[config.mk]
export PLATFORM = sky130hd
export DESIGN_NAME = zigbee_tx_ctrl
export DESIGN_NICKNAME = d
export VERILOG_FILES = /design/src/rtl/zigbee_tx_pkg.sv /design/src/rtl/zigbee_tx_ctrl_iq_fall_detect.sv /design/src/rtl/zigbee_tx_ctrl.sv
export SDC_FILE = /design/constraint.sdc
export NUM_CORES = 1
export LEC_CHECK = 0
export ABC_AREA = 1
export CAP_MARGIN = 0
export CORE_MARGIN = 5
export CORE_UTILIZATION = 31
export CTS_CLUSTER_DIAMETER = 120
export CTS_CLUSTER_SIZE = 28
export DETAILED_ROUTE_END_ITERATION = 16
export GPL_TIMING_DRIVEN = 0
export REMOVE_ABC_BUFFERS = 1
export SETUP_SLACK_MARGIN = 0.1
export SYNTH_ARGS = -nofsm -noshare
export SYNTH_HDL_FRONTEND = slang
export SYNTH_SLANG_ARGS = --single-unit
[constraint.sdc]
create_clock -name clk -period 2.15 [get_ports clk]
set_input_delay 0.43 -clock clk [delete_from_list [all_inputs] [get_ports clk]]
set_output_delay 0.43 -clock clk [all_outputs]
set_load 0.03 [all_outputs]
[src/rtl/zigbee_tx_pkg.sv]
// Shared types and constants for the ZigBee Tx frame sequencer.
package zigbee_tx_pkg;

    localparam int BIT_CNT_W          = 11;
    localparam int MAX_LEN_DEFAULT    = 127;
    localparam int HDR_BYTES_DEFAULT  = 6;
    localparam int IFS_CYCLES_DEFAULT = 9600;
    localparam int TO_CYCLES_DEFAULT  = 1024;

    typedef enum logic [1:0] {
        ST_IDLE      = 2'd0,
        ST_WAIT_DATA = 2'd1,
        ST_TX        = 2'd2,
        ST_GUARD     = 2'd3
    } tx_ctrl_state_e;

    typedef enum logic [1:0] {
        ERR_LEN      = 2'd0,
        ERR_UNDERRUN = 2'd1,
        ERR_ABORT    = 2'd2,
        ERR_TIMEOUT  = 2'd3
    } tx_err_e;

    // Total bits on air for a frame: header plus PSDU, eight bits per byte.
    function automatic logic [BIT_CNT_W-1:0] frame_bits(input int hdr_bytes,
                                                        input logic [6:0] len);
        int total;
        total = (hdr_bytes + int'(len)) * 8;
        return total[BIT_CNT_W-1:0];
    endfunction

endpackage

[src/rtl/zigbee_tx_ctrl_iq_fall_detect.sv]
// Falling-edge detector for the FIFO bit strobe; shared with the Rx side.
module iq_fall_detect (
    input  logic clk,
    input  logic reset,
    input  logic iq_rate,
    output logic fall
);

    logic iq_rate_d;
    logic iq_rate_q;

    // Next value of the strobe delay register.
    always_comb begin
        iq_rate_d = iq_rate;
    end

    // One-cycle delay of the strobe.
    always_ff @(posedge clk) begin
        if (reset) begin
            iq_rate_q <= 1'b0;
        end else begin
            iq_rate_q <= iq_rate_d;
        end
    end

    assign fall = iq_rate_q & ~iq_rate;

endmodule

[src/rtl/zigbee_tx_ctrl.sv]
// Tx frame sequencer: start/length check, FIFO read enable for the whole
// frame, underrun/abort detection and inter-frame guard.
// Optional feature macro: TX_TIMEOUT_EN (WAIT_DATA timeout, err_code 3).
module zigbee_tx_ctrl
    import zigbee_tx_pkg::*;
#(
    parameter int MAX_LEN    = MAX_LEN_DEFAULT,
    parameter int HDR_BYTES  = HDR_BYTES_DEFAULT,
    parameter int IFS_CYCLES = IFS_CYCLES_DEFAULT,
    parameter int TO_CYCLES  = TO_CYCLES_DEFAULT
) (
    input  logic       clk,
    input  logic       reset,
    input  logic       tx_start,
    input  logic [6:0] frame_len,
    input  logic       tx_abort,
    input  logic       mem_state,
    input  logic       IQ_rate,
    output logic       en_IQ,
    output logic       tx_busy,
    output logic       tx_done,
    output logic       tx_err,
    output logic [1:0] err_code
);

    // Guard and timeout share one down-counter, sized for the larger load.
    localparam int CNT_MAX = (IFS_CYCLES > TO_CYCLES) ? IFS_CYCLES : TO_CYCLES;
    localparam int CNT_W   = $clog2(CNT_MAX) + 1;

    tx_ctrl_state_e         state_d, state_q;
    logic [BIT_CNT_W-1:0]   total_bits_d, total_bits_q;
    logic [BIT_CNT_W-1:0]   bits_done_d, bits_done_q;
    logic [BIT_CNT_W-1:0]   bits_next;
    logic [CNT_W-1:0]       cnt_d, cnt_q;
    logic                   en_iq_d, en_iq_q;
    logic                   busy_d, busy_q;
    logic                   done_d, done_q;
    logic                   err_d, err_q;
    tx_err_e                err_code_d, err_code_q;
    logic                   fall;
    logic                   last_fall;
    logic                   len_ok;

    iq_fall_detect u_fall (
        .clk     (clk),
        .reset   (reset),
        .iq_rate (IQ_rate),
        .fall    (fall)
    );

    assign bits_next = bits_done_q + 1'b1;
    assign last_fall = fall && (bits_next == total_bits_q);
    assign len_ok    = (frame_len != 7'd0) && (int'(frame_len) <= MAX_LEN);

    // Next-state and registered-output computation.
    always_comb begin
        state_d      = state_q;
        total_bits_d = total_bits_q;
        bits_done_d  = bits_done_q;
        cnt_d        = cnt_q;
        done_d       = 1'b0;
        err_d        = 1'b0;
        err_code_d   = err_code_q;

        unique case (state_q)
            ST_IDLE: begin
                if (tx_start) begin
                    if (len_ok) begin
                        total_bits_d = frame_bits(HDR_BYTES, frame_len);
                        bits_done_d  = '0;
                        state_d      = ST_WAIT_DATA;
`ifdef TX_TIMEOUT_EN
                        cnt_d        = CNT_W'(TO_CYCLES - 1);
`endif
                    end else begin
                        err_d      = 1'b1;
                        err_code_d = ERR_LEN;
                    end
                end
            end
            ST_WAIT_DATA: begin
                if (tx_abort) begin
                    state_d    = ST_IDLE;
                    err_d      = 1'b1;
                    err_code_d = ERR_ABORT;
                end else if (mem_state) begin
                    state_d = ST_TX;
                end
`ifdef TX_TIMEOUT_EN
                else if (cnt_q == '0) begin
                    state_d    = ST_IDLE;
                    err_d      = 1'b1;
                    err_code_d = ERR_TIMEOUT;
                end else begin
                    cnt_d = cnt_q - 1'b1;
                end
`endif
            end
            ST_TX: begin
                // Completing fall outranks an empty FIFO: the last byte's
                // pointer advance lands on the same cycle as its last bit.
                if (tx_abort) begin
                    state_d    = ST_IDLE;
                    err_d      = 1'b1;
                    err_code_d = ERR_ABORT;
                end else if (last_fall) begin
                    bits_done_d = bits_next;
                    cnt_d       = CNT_W'(IFS_CYCLES - 1);
                    state_d     = ST_GUARD;
                end else if (!mem_state) begin
                    state_d    = ST_IDLE;
                    err_d      = 1'b1;
                    err_code_d = ERR_UNDERRUN;
                end else if (fall) begin
                    bits_done_d = bits_next;
                end
            end
            ST_GUARD: begin
                if (cnt_q == '0) begin
                    state_d = ST_IDLE;
                    done_d  = 1'b1;
                end else begin
                    cnt_d = cnt_q - 1'b1;
                end
            end
            default: state_d = ST_IDLE;
        endcase

        en_iq_d = (state_d == ST_TX);
        busy_d  = (state_d != ST_IDLE);
    end

    // State, counters and output registers.
    always_ff @(posedge clk) begin
        if (reset) begin
            state_q      <= ST_IDLE;
            total_bits_q <= '0;
            bits_done_q  <= '0;
            cnt_q        <= '0;
            en_iq_q      <= 1'b0;
            busy_q       <= 1'b0;
            done_q       <= 1'b0;
            err_q        <= 1'b0;
            err_code_q   <= ERR_LEN;
        end else begin
            state_q      <= state_d;
            total_bits_q <= total_bits_d;
            bits_done_q  <= bits_done_d;
            cnt_q        <= cnt_d;
            en_iq_q      <= en_iq_d;
            busy_q       <= busy_d;
            done_q       <= done_d;
            err_q        <= err_d;
            err_code_q   <= err_code_d;
        end
    end

    assign en_IQ    = en_iq_q;
    assign tx_busy  = busy_q;
    assign tx_done  = done_q;
    assign tx_err   = err_q;
    assign err_code = err_code_q;

endmodule
==> qor.txt <==
WL final - 7020 um
Cell taking the most area after synthesis - dfxtp_1
# H-tree levels - 2
Fraction of layout cells with a size suffix above 1 - 22.9%
Via density per instance - 4.92
Inserted Clock Buffers - 5
Hold crit path type - reg2reg
Count leader, synth - nand2_1
Die W - 107 um
Top post-synthesis cells by area - dfxtp_1 (30%), nand2_1 (13%), nand3_1 (9.2%), a21oi_1 (6.6%), inv_1 (6.1%)
CTS tree - built
Die area - 11,400 um^2
Placement Cell Area - 3090 um^2
Pwr dens - 457 nW/um^2
Total grt overflow - 0
CP arrival - 2130 ps
Initial antenna violation count - 0
Crit share post-route - 91.6%
Clock buffer depth - 2
Hold_buf cts - 0
Final core occ - 38.8%
Area Growth Syn to Fin - 22.8%
Gr usage total - 12.2%
Antenna-violating nets left - 0
Critical Path End Type - flip-flop
Slew of the pin with the lowest slew margin - 755 ps
Initial Util - 31.6%
Max incr delay on CP - 370 ps
Async SR Flop Fraction - 0%
Pre-CTS WS - -946 ps
EDFF count, synth - 0
Worst path top cell family by delay - simple AND/OR/NAND/NOR gates
Min cycle time layout - 1970 ps
I/O Buffers - 18
Maximum vdd drop - 0.280 mV
Hold Vio Cnt, Final - 0
Non-Filler Instances - 569
Outcome - complete, no violations
Prevailing post-synth register cell - dfxtp_1
Post-DP HPWL - 4860 um
Netlist cell types - 35
Gpl congestion - 0.901
Post-synth top cells - nand2_1 (98), nand3_1 (53), inv_1 (47)
Number of global-route vias before repair - 2,542
I/O pin total - 19
Avg Cell Area, Syn - 6.79 um^2
Initial DRC count - 125
Worst Hold Slack - 462 ps
Critical-path cell list - ha_4, nand2_4, nor2_4, buf_4, nand2_2, nand2_1, nand3_1, nand3_2, nor2_4, nand4_4, nand2_8, nand2_8, nand2_1, a21oi_2
Pin count of the biggest net entering global routing - 32
Clock Latency Late Sink - 300 ps
Clk pin slew, worst setup/hold paths - 90 ps
DRC - 0
Root buf cell - clkbuf_8
WP data required - 2310 ps
DR pass1 iterations - 4
Fmax - 508 MHz
ANT cells - 0
Slew HR - 49.7%
Worst Clk Skew - 8.25 ps
Startpoint types - flip-flop
Design area - 3550 um^2
Global-route wire length before repair - 11,500 um
Row count - 35
WP buf/inv - 1
CP max FO - 15
Cells after DPL - 541
FF+latch count, synth - 43
Slew Limit Fails - 0
Mapped Area - 2890 um^2
Final setup fails - 0
Syn Inst Count - 426
RSZ-0062 raised after global routing - true
Leakage dissipation - 1.46 nW
Reg2Reg Setup Slack - 180 ps
Routed len/inst - 12.3 um
Crit Path Class - reg2reg
Worst path slowest cell - dfxtp_4
Final #Nets - 479
Top-area cell type share of the netlist area - 29.8%
Via count - 2,800
Post-route setup slack - 181 ps
Die H - 107 um
Register area share after synthesis - 29.8%
CTS sink count - 43
Synth warn - 0
Max Cap Viol - 0
Core area - 9150 um^2
-- where the power goes --
part           internal (W)  total [W]  switching, W
Clock              0.000228   0.000515      0.000288
Sequential         0.000817   0.000831     0.0000135
Combinational      0.000111   0.000277      0.000166
-- cell usage in the layout, fill, tap and decap left out, types with 2 or more instances in the layout --
master / instances
nand2_4: 3
buf_12: 2
a21oi_1: 36
dfxtp_4: 2
nand3_1: 44
nand2_2: 14
clkbuf_8: 5
nand2_1: 89
nor2_4: 7
dfxtp_1: 35
buf_4: 14
o21ai_0: 11
nor2_1: 35
clkdlybuf4s50_1: 17
a31oi_1: 2
nand2_8: 2
ha_1: 7
or2_2: 7
ha_4: 2
xor2_1: 10
a21oi_2: 7
nand3_2: 16
nor2_2: 5
nor3_1: 4
nor4_1: 2
buf_6: 4
clkinvlp_4: 2
inv_1: 46
dfxtp_2: 6
nand4_1: 10
-- worst paths after layout --
path                               start                       end  depth (start not counted)
min             err_code[0]$_SDFFE_PP0P_  err_code[0]$_SDFFE_PP0P_                          2
max reg2reg  bits_done_q[0]$_SDFFE_PP0P_     cnt_q[6]$_SDFFE_PP0P_                         14
max          bits_done_q[0]$_SDFFE_PP0P_     cnt_q[6]$_SDFFE_PP0P_                         14
min reg2reg     err_code[0]$_SDFFE_PP0P_  err_code[0]$_SDFFE_PP0P_                          2
-- worst reg2reg max path: stages (launching register included) --
cell,delay (ps)
dfxtp_4,370
ha_4,180
nand2_4,60
nor2_4,40
buf_4,140
nand2_2,70
nand2_1,50
nand3_1,70
nand3_2,100
nor2_4,160
nand4_4,160
nand2_8,140
nand2_8,110
nand2_1,110
a21oi_2,50
-- logic make-up after synthesis --
family | after synthesis | share of synthesized area (%)
AO/OA/AOI/OAI | 60 | 11.5
buffers and inverters | 62 | 10.5
flip-flops | 43 | 29.8
adder cells (fa/ha/maj) | 9 | 3.89
AND/OR/NAND/NOR | 240 | 40.3
XOR/XNOR | 12 | 4.15
-- flip-flops by register name, indices dropped and copies added, names as in the netlist --
signal and count:
tx_busy 1, tx_err 1, cnt_q 15, en_IQ 1
tx_done 1, state_q 2, total_bits_q 8, u_fall.iq_rate_q 1
bits_done_q 11, err_code 2
-- final cells by class --
cell class / count / area (um^2)
Fill cell: 928 / 5600
Timing Repair Buffer: 38 / 372
Multi-Input combinational cell: 321 / 1900
Sequential cell: 43 / 876
Tap cell: 111 / 139
Clock inverter: 2 / 12.5
Inverter: 48 / 184
Clock buffer: 6 / 72.6
-- what timing repair did --
item,CTS,global route
gates resized for setup,25,30
pin swaps,8,29
gates cloned,0,0
setup buffers,11,9
setup endpoints to repair,42,34
-- per-layer routing --
metal  global-route usage (%)  routed length, um  up-vias
li1                         -                  -     1446
met1                     15.5               3260     1287
met2                     21.4               3460       60
met3                     1.75                225        7
met4                     3.47                 79        0
met5                        0                  0        -
-- metrics by stage --
stage | total power, W | setup TNS [ps]
floorplan | 0.00100 | -4070
global placement | 0.00109 | -32280
detailed placement | 0.00109 | -24340
CTS | 0.00163 | 0
global route | 0.00171 | 0
finish | 0.00162 | 0
No activity file was read; power rests on OpenSTA's default activity.
